--- src/rtl/alu_pwr_seq_ctrl.sv ---
`default_nettype none
// ============================================================================
// Module   : alu_pwr_seq_ctrl
// Purpose  : Power/isolation sequencer and start-pulse issuer for the gated ALU
// Revision : 1.0
// ============================================================================
module alu_pwr_seq_ctrl #(
   parameter int RAMP_CYC = 4,
   parameter int ISO_CYC  = 2,
   parameter int IDLE_CYC = 16,
   parameter int CNT_W    = 8
) (
   input  logic       clk,
   input  logic       rst,
   input  logic       op_req,
   input  logic       force_off,
   input  logic       alu_busy,
   output logic       op_ack,
   output logic       alu_start,
   output logic       alu_pwr_en,
   output logic       iso_en,
   output logic [1:0] pwr_state,
   output logic       ready
);

   typedef enum logic [1:0] {
      ST_OFF  = 2'd0,
      ST_RAMP = 2'd1,
      ST_ON   = 2'd2,
      ST_ISO  = 2'd3
   } state_t;

   localparam logic [CNT_W-1:0] c_ramp_ld = CNT_W'(RAMP_CYC - 1);
   localparam logic [CNT_W-1:0] c_iso_ld  = CNT_W'(ISO_CYC - 1);
   localparam logic [CNT_W-1:0] c_idle_ld = CNT_W'(IDLE_CYC);
   localparam logic [CNT_W-1:0] c_one     = CNT_W'(1);

   state_t           state_q, state_d;
   logic [CNT_W-1:0] cnt_q, cnt_d;
   logic             pwr_en_q, pwr_en_d;
   logic             iso_en_q, iso_en_d;
   logic             op_ack_q, op_ack_d;
   logic             alu_start_q, alu_start_d;
   logic             ready_q, ready_d;

   logic w_grant;
   logic w_idle;
   logic w_shutdown;

   // The previous-cycle start acts as a guard while the ALU raises busy.
   assign w_grant    = op_req && !force_off && !alu_busy && !alu_start_q;
   assign w_idle     = !op_req && !alu_busy && !alu_start_q;
   assign w_shutdown = force_off && !alu_busy && !alu_start_q;

   always_comb begin
      state_d     = state_q;
      cnt_d       = cnt_q;
      op_ack_d    = 1'b0;
      alu_start_d = 1'b0;

      case (state_q)
         ST_OFF: begin
            if (op_req && !force_off) begin
               state_d = ST_RAMP;
               cnt_d   = c_ramp_ld;
            end
         end
         ST_RAMP: begin
            if (cnt_q == '0) begin
               state_d = ST_ON;
               cnt_d   = c_idle_ld;
            end else begin
               cnt_d = cnt_q - 1'b1;
            end
         end
         ST_ON: begin
            if (w_shutdown || (w_idle && cnt_q <= c_one)) begin
               state_d = ST_ISO;
               cnt_d   = c_iso_ld;
            end else if (w_grant) begin
               op_ack_d    = 1'b1;
               alu_start_d = 1'b1;
               cnt_d       = c_idle_ld;
            end else if (w_idle) begin
               cnt_d = cnt_q - 1'b1;
            end else begin
               cnt_d = c_idle_ld;
            end
         end
         ST_ISO: begin
            if (cnt_q == '0) begin
               state_d = ST_OFF;
            end else begin
               cnt_d = cnt_q - 1'b1;
            end
         end
         default: begin
            state_d = ST_OFF;
            cnt_d   = '0;
         end
      endcase

      // Outputs derive from the next state so the safety invariant holds by construction.
      pwr_en_d = (state_d != ST_OFF);
      iso_en_d = (state_d != ST_ON);
      ready_d  = (state_d == ST_ON);
   end

   always_ff @(posedge clk) begin
      if (rst) begin
         state_q     <= ST_OFF;
         cnt_q       <= '0;
         pwr_en_q    <= 1'b0;
         iso_en_q    <= 1'b1;
         op_ack_q    <= 1'b0;
         alu_start_q <= 1'b0;
         ready_q     <= 1'b0;
      end else begin
         state_q     <= state_d;
         cnt_q       <= cnt_d;
         pwr_en_q    <= pwr_en_d;
         iso_en_q    <= iso_en_d;
         op_ack_q    <= op_ack_d;
         alu_start_q <= alu_start_d;
         ready_q     <= ready_d;
      end
   end

   assign op_ack     = op_ack_q;
   assign alu_start  = alu_start_q;
   assign alu_pwr_en = pwr_en_q;
   assign iso_en     = iso_en_q;
   assign pwr_state  = state_q;
   assign ready      = ready_q;

endmodule
`default_nettype wire

--- config.mk ---
export PLATFORM = sky130hd
export DESIGN_NAME = alu_pwr_seq_ctrl
export DESIGN_NICKNAME = d
export VERILOG_FILES = /design/src/rtl/alu_pwr_seq_ctrl.sv
export SDC_FILE = /design/constraint.sdc
export NUM_CORES = 1
export LEC_CHECK = 0
export BUFFER_PORTS_ARGS = -buffer_cell sky130_fd_sc_hd__buf_2
export CAP_MARGIN = 20
export CORE_MARGIN = 10
export CORE_UTILIZATION = 27
export CTS_CLUSTER_SIZE = 8
export DETAILED_ROUTE_END_ITERATION = 10
export HOLD_SLACK_MARGIN = 0.08
export PLACE_DENSITY = 0.43
export SYNTH_ARGS = -nofsm -noshare
export SYNTH_HDL_FRONTEND = slang
export SYNTH_SLANG_ARGS = --single-unit
--- constraint.sdc ---
create_clock -name clk -period 1.8 [get_ports clk]
set_input_delay 0.45 -clock clk [delete_from_list [all_inputs] [get_ports clk]]
set_output_delay 0.45 -clock clk [all_outputs]
set_load 0.005 [all_outputs]
==> results.md <==
* Initial antenna violation count at 0
* Number of diodes at 0
* Cell Chain, Critical Path: or3_4, or3_4, a2bb2oi_4, buf_6, nor3_1, a21o_1
* Clock Sinks at 14
* Final non-filler cell area at 1180 um^2
* Max_cap viols at 0
* CP most frequent cell: or3_4
* Top cells by area, synth: dfxtp_1 33%, nor2_1 4.4%, or3_4 3.9%
* Yosys top cell area share at 32.6%
* Metal3 WL at 104 um
* FF-to-FF Start: cnt_q[2]$_SDFFE_PP0P_
* Worst path arrival time at 1990 ps
* Crit-path max cell delay at 430 ps
* Max-slew violations at 0
* Cell area after synthesis at 861 um^2
* # H-tree levels at 1
* Nets at 137
* Clk Latency, worst-skew pair at 290 ps
* First-pass DRT Iterations at 4
* DRC marker count from the first detailed-route iteration at 50
* Crit path kind: register to register
* Slowest CP cell: or3_4
* Via density per instance at 4.86
* Die area at 5850 um^2
* Finish-stage setup viols at 1
* Power, Total at 2.09 mW
* Drt drc at 0
* Total Routed Length at 2300 um
* WL/cell at 13.3 um
* Maximum clock rate at 0.555 GHz
* Clock Tree Buf Depth at 2
* Tcrit/Tclk final at 100%
* Highest metal used: met4
* VDD IR max at 510 uV
* Num CTS Buffers at 3
* Die Height at 76.5 um
* Placed Instances at 168
* Synth cell types at 41
* Layout area overhead at 37.2%
* Final Util at 38.7%
* Hold slack at 482 ps
* Pwr per Cell Area at 1770 nW/um^2
* Clk slew on worst S/H paths at 100 ps
* Crit. Startpoint: cnt_q[2]$_SDFFE_PP0P_
* Seq cells post-synth at 14
* Unrepaired setup endpoints after global routing: true
* Top_reg_cell synth: dfxtp_1
* Number of fill cells at 324
* Worst Setup End Kind: register
* Site Rows at 20
* Worst clock skew at 9.50 ps
* Final setup margin at -2.60 ps
* Gr usage total at 8.32%
* Syn Area/Cell at 8.78 um^2
* Layout cells sized above 1 at 41.9%
* Die width at 76.5 um
* Wire length on met2 at 1060 um
* Net Count, Synth at 105
* CORE AREA at 3050 um^2
* Async S/R FF share, synth at 0%
* Cell taking the most area after synthesis: dfxtp_1
* Seq/Total Area, Yosys at 32.6%
* CTS Root Cell: clkbuf_4
* CP Data Required Time at 1990 ps
* I/O Buffers at 11
* CP startpoint kind: register
* Final Hold Vio Count at 0
* Post-synthesis cell count at 98
* Antenna Nets Post-Route at 0
* Vias in the first global route at 868
* Hold WC Path Type: input pin to register
* Maximum fanout along the worst path at 6
* DP HPWL at 1750 um
* Total grt overflow at 0
* Worst Tran Pin Value at 355 ps
* Setup TNS at -2.60 ps
* Total number of vias at 841
* Leak at 0.516 nW
* Num ports at 12
* Routed length on met1 at 1110 um
* CTS tree: built
* Number of flops mapped to enable cells by yosys at 0
* Cell Count, Final, Fillers Out at 173
* Period minus WS final at 1800 ps
* Rel. slew slack at 76.3%
* Yosys warning total at 0
* Pin count of the biggest net entering global routing at 16
* First-pass GRT wire length at 4080 um
* Place WS at -19.1 ps
* Dpl cell area at 1090 um^2
* Outcome: finished with violations
* Failing checks: setup timing
* GP Congestion at 0.778
* Post-CTS Hold Buffers at 0
* Worst Hold Launch: rst
* Starting Density at 28.2%
[final timing paths]
check	slack (ps)	to	cells after the start
max	-3	cnt_q[3]$_SDFFE_PP0P_	6
min	480	ready$_SDFF_PP0_	3
max reg2reg	-3	cnt_q[3]$_SDFFE_PP0P_	6
min reg2reg	480	cnt_q[7]$_SDFFE_PP0P_	2
[sequential cells by signal, summed over array words and instances (netlist names)]
register and flops:
alu_start 1, iso_en 1, alu_pwr_en 1, pwr_state 2, cnt_q 8, ready 1
[cell type report]
class	instances	area (um^2)	area share, %
Inverter	7	26.3	2.22
Tap cell	44	55.1	4.66
Clock buffer	4	36.3	3.07
Multi-Input combinational cell	73	573	48.5
Sequential cell	14	282	23.8
Timing Repair Buffer	31	209	17.7
[critical path, delay by kind of cell, from the launching register on]
family / cells / cell delay (ps)
DFF: 1 / 330
and+or+nand+nor: 3 / 900
buffers and inverters: 1 / 120
AOI/OAI and AO/OA: 2 / 340
[metal layers]
| metal | vias up | global-route usage, % |
|---|---|---|
| li1 | 431 | - |
| met2 | 13 | 13.3 |
| met3 | 4 | 2.36 |
| met1 | 393 | 10.1 |
| met5 | - | 0 |
| met4 | 0 | 3.72 |
[cell usage after synthesis, types with 2 or more instances]
master,number
a21boi_0,2
a21o_1,2
a21oi_1,4
a22o_1,2
a22oi_1,2
and3_1,2
clkbuf_1,3
dfxtp_1,14
ha_1,2
inv_1,7
nand2_1,4
nand3_1,3
nor2_1,10
nor3_1,5
nor4_1,2
o211ai_1,2
o21ai_0,4
or3_1,2
or3_4,3
xor2_1,2
[repair_timing]
action,in CTS,in global routing
setup buffers,0,1
setup endpoints to repair,2,9
cloned,0,0
pin swaps,1,2
resized for setup,1,9
[cells by family (layout without fill, tap and decap cells)]
logic type	after synthesis	after routing	synth area share [%]
AOI/OAI and AO/OA	31	31	30.8
buffers and inverters	11	42	5.23
and+or+nand+nor	38	38	26.5
DFF	14	14	32.6
xor gates and xnor gates	2	2	2.04
adders and majority gates	2	2	2.91
[layout by cell type, fill, tap and decap left out, types with 4 or more instances in the layout]
master	Yosys	layout
o21ai_0	4	4
buf_2	0	11
inv_1	7	6
dfxtp_1	14	13
nand2_1	4	4
nor3_1	5	4
buf_4	1	19
nor2_1	10	10
[where the power goes]
| group | total, mW | leakage, nW | internal [mW] | switching [mW] |
|---|---|---|---|---|
| Combinational | 1.39 | 0.380 | 0.659 | 0.731 |
| Sequential | 0.457 | 0.115 | 0.407 | 0.0491 |
| Clock | 0.241 | 0.0210 | 0.123 | 0.118 |
| Total | 2.09 | 0.516 | 1.19 | 0.898 |
Power figures use the tool's default switching activity.
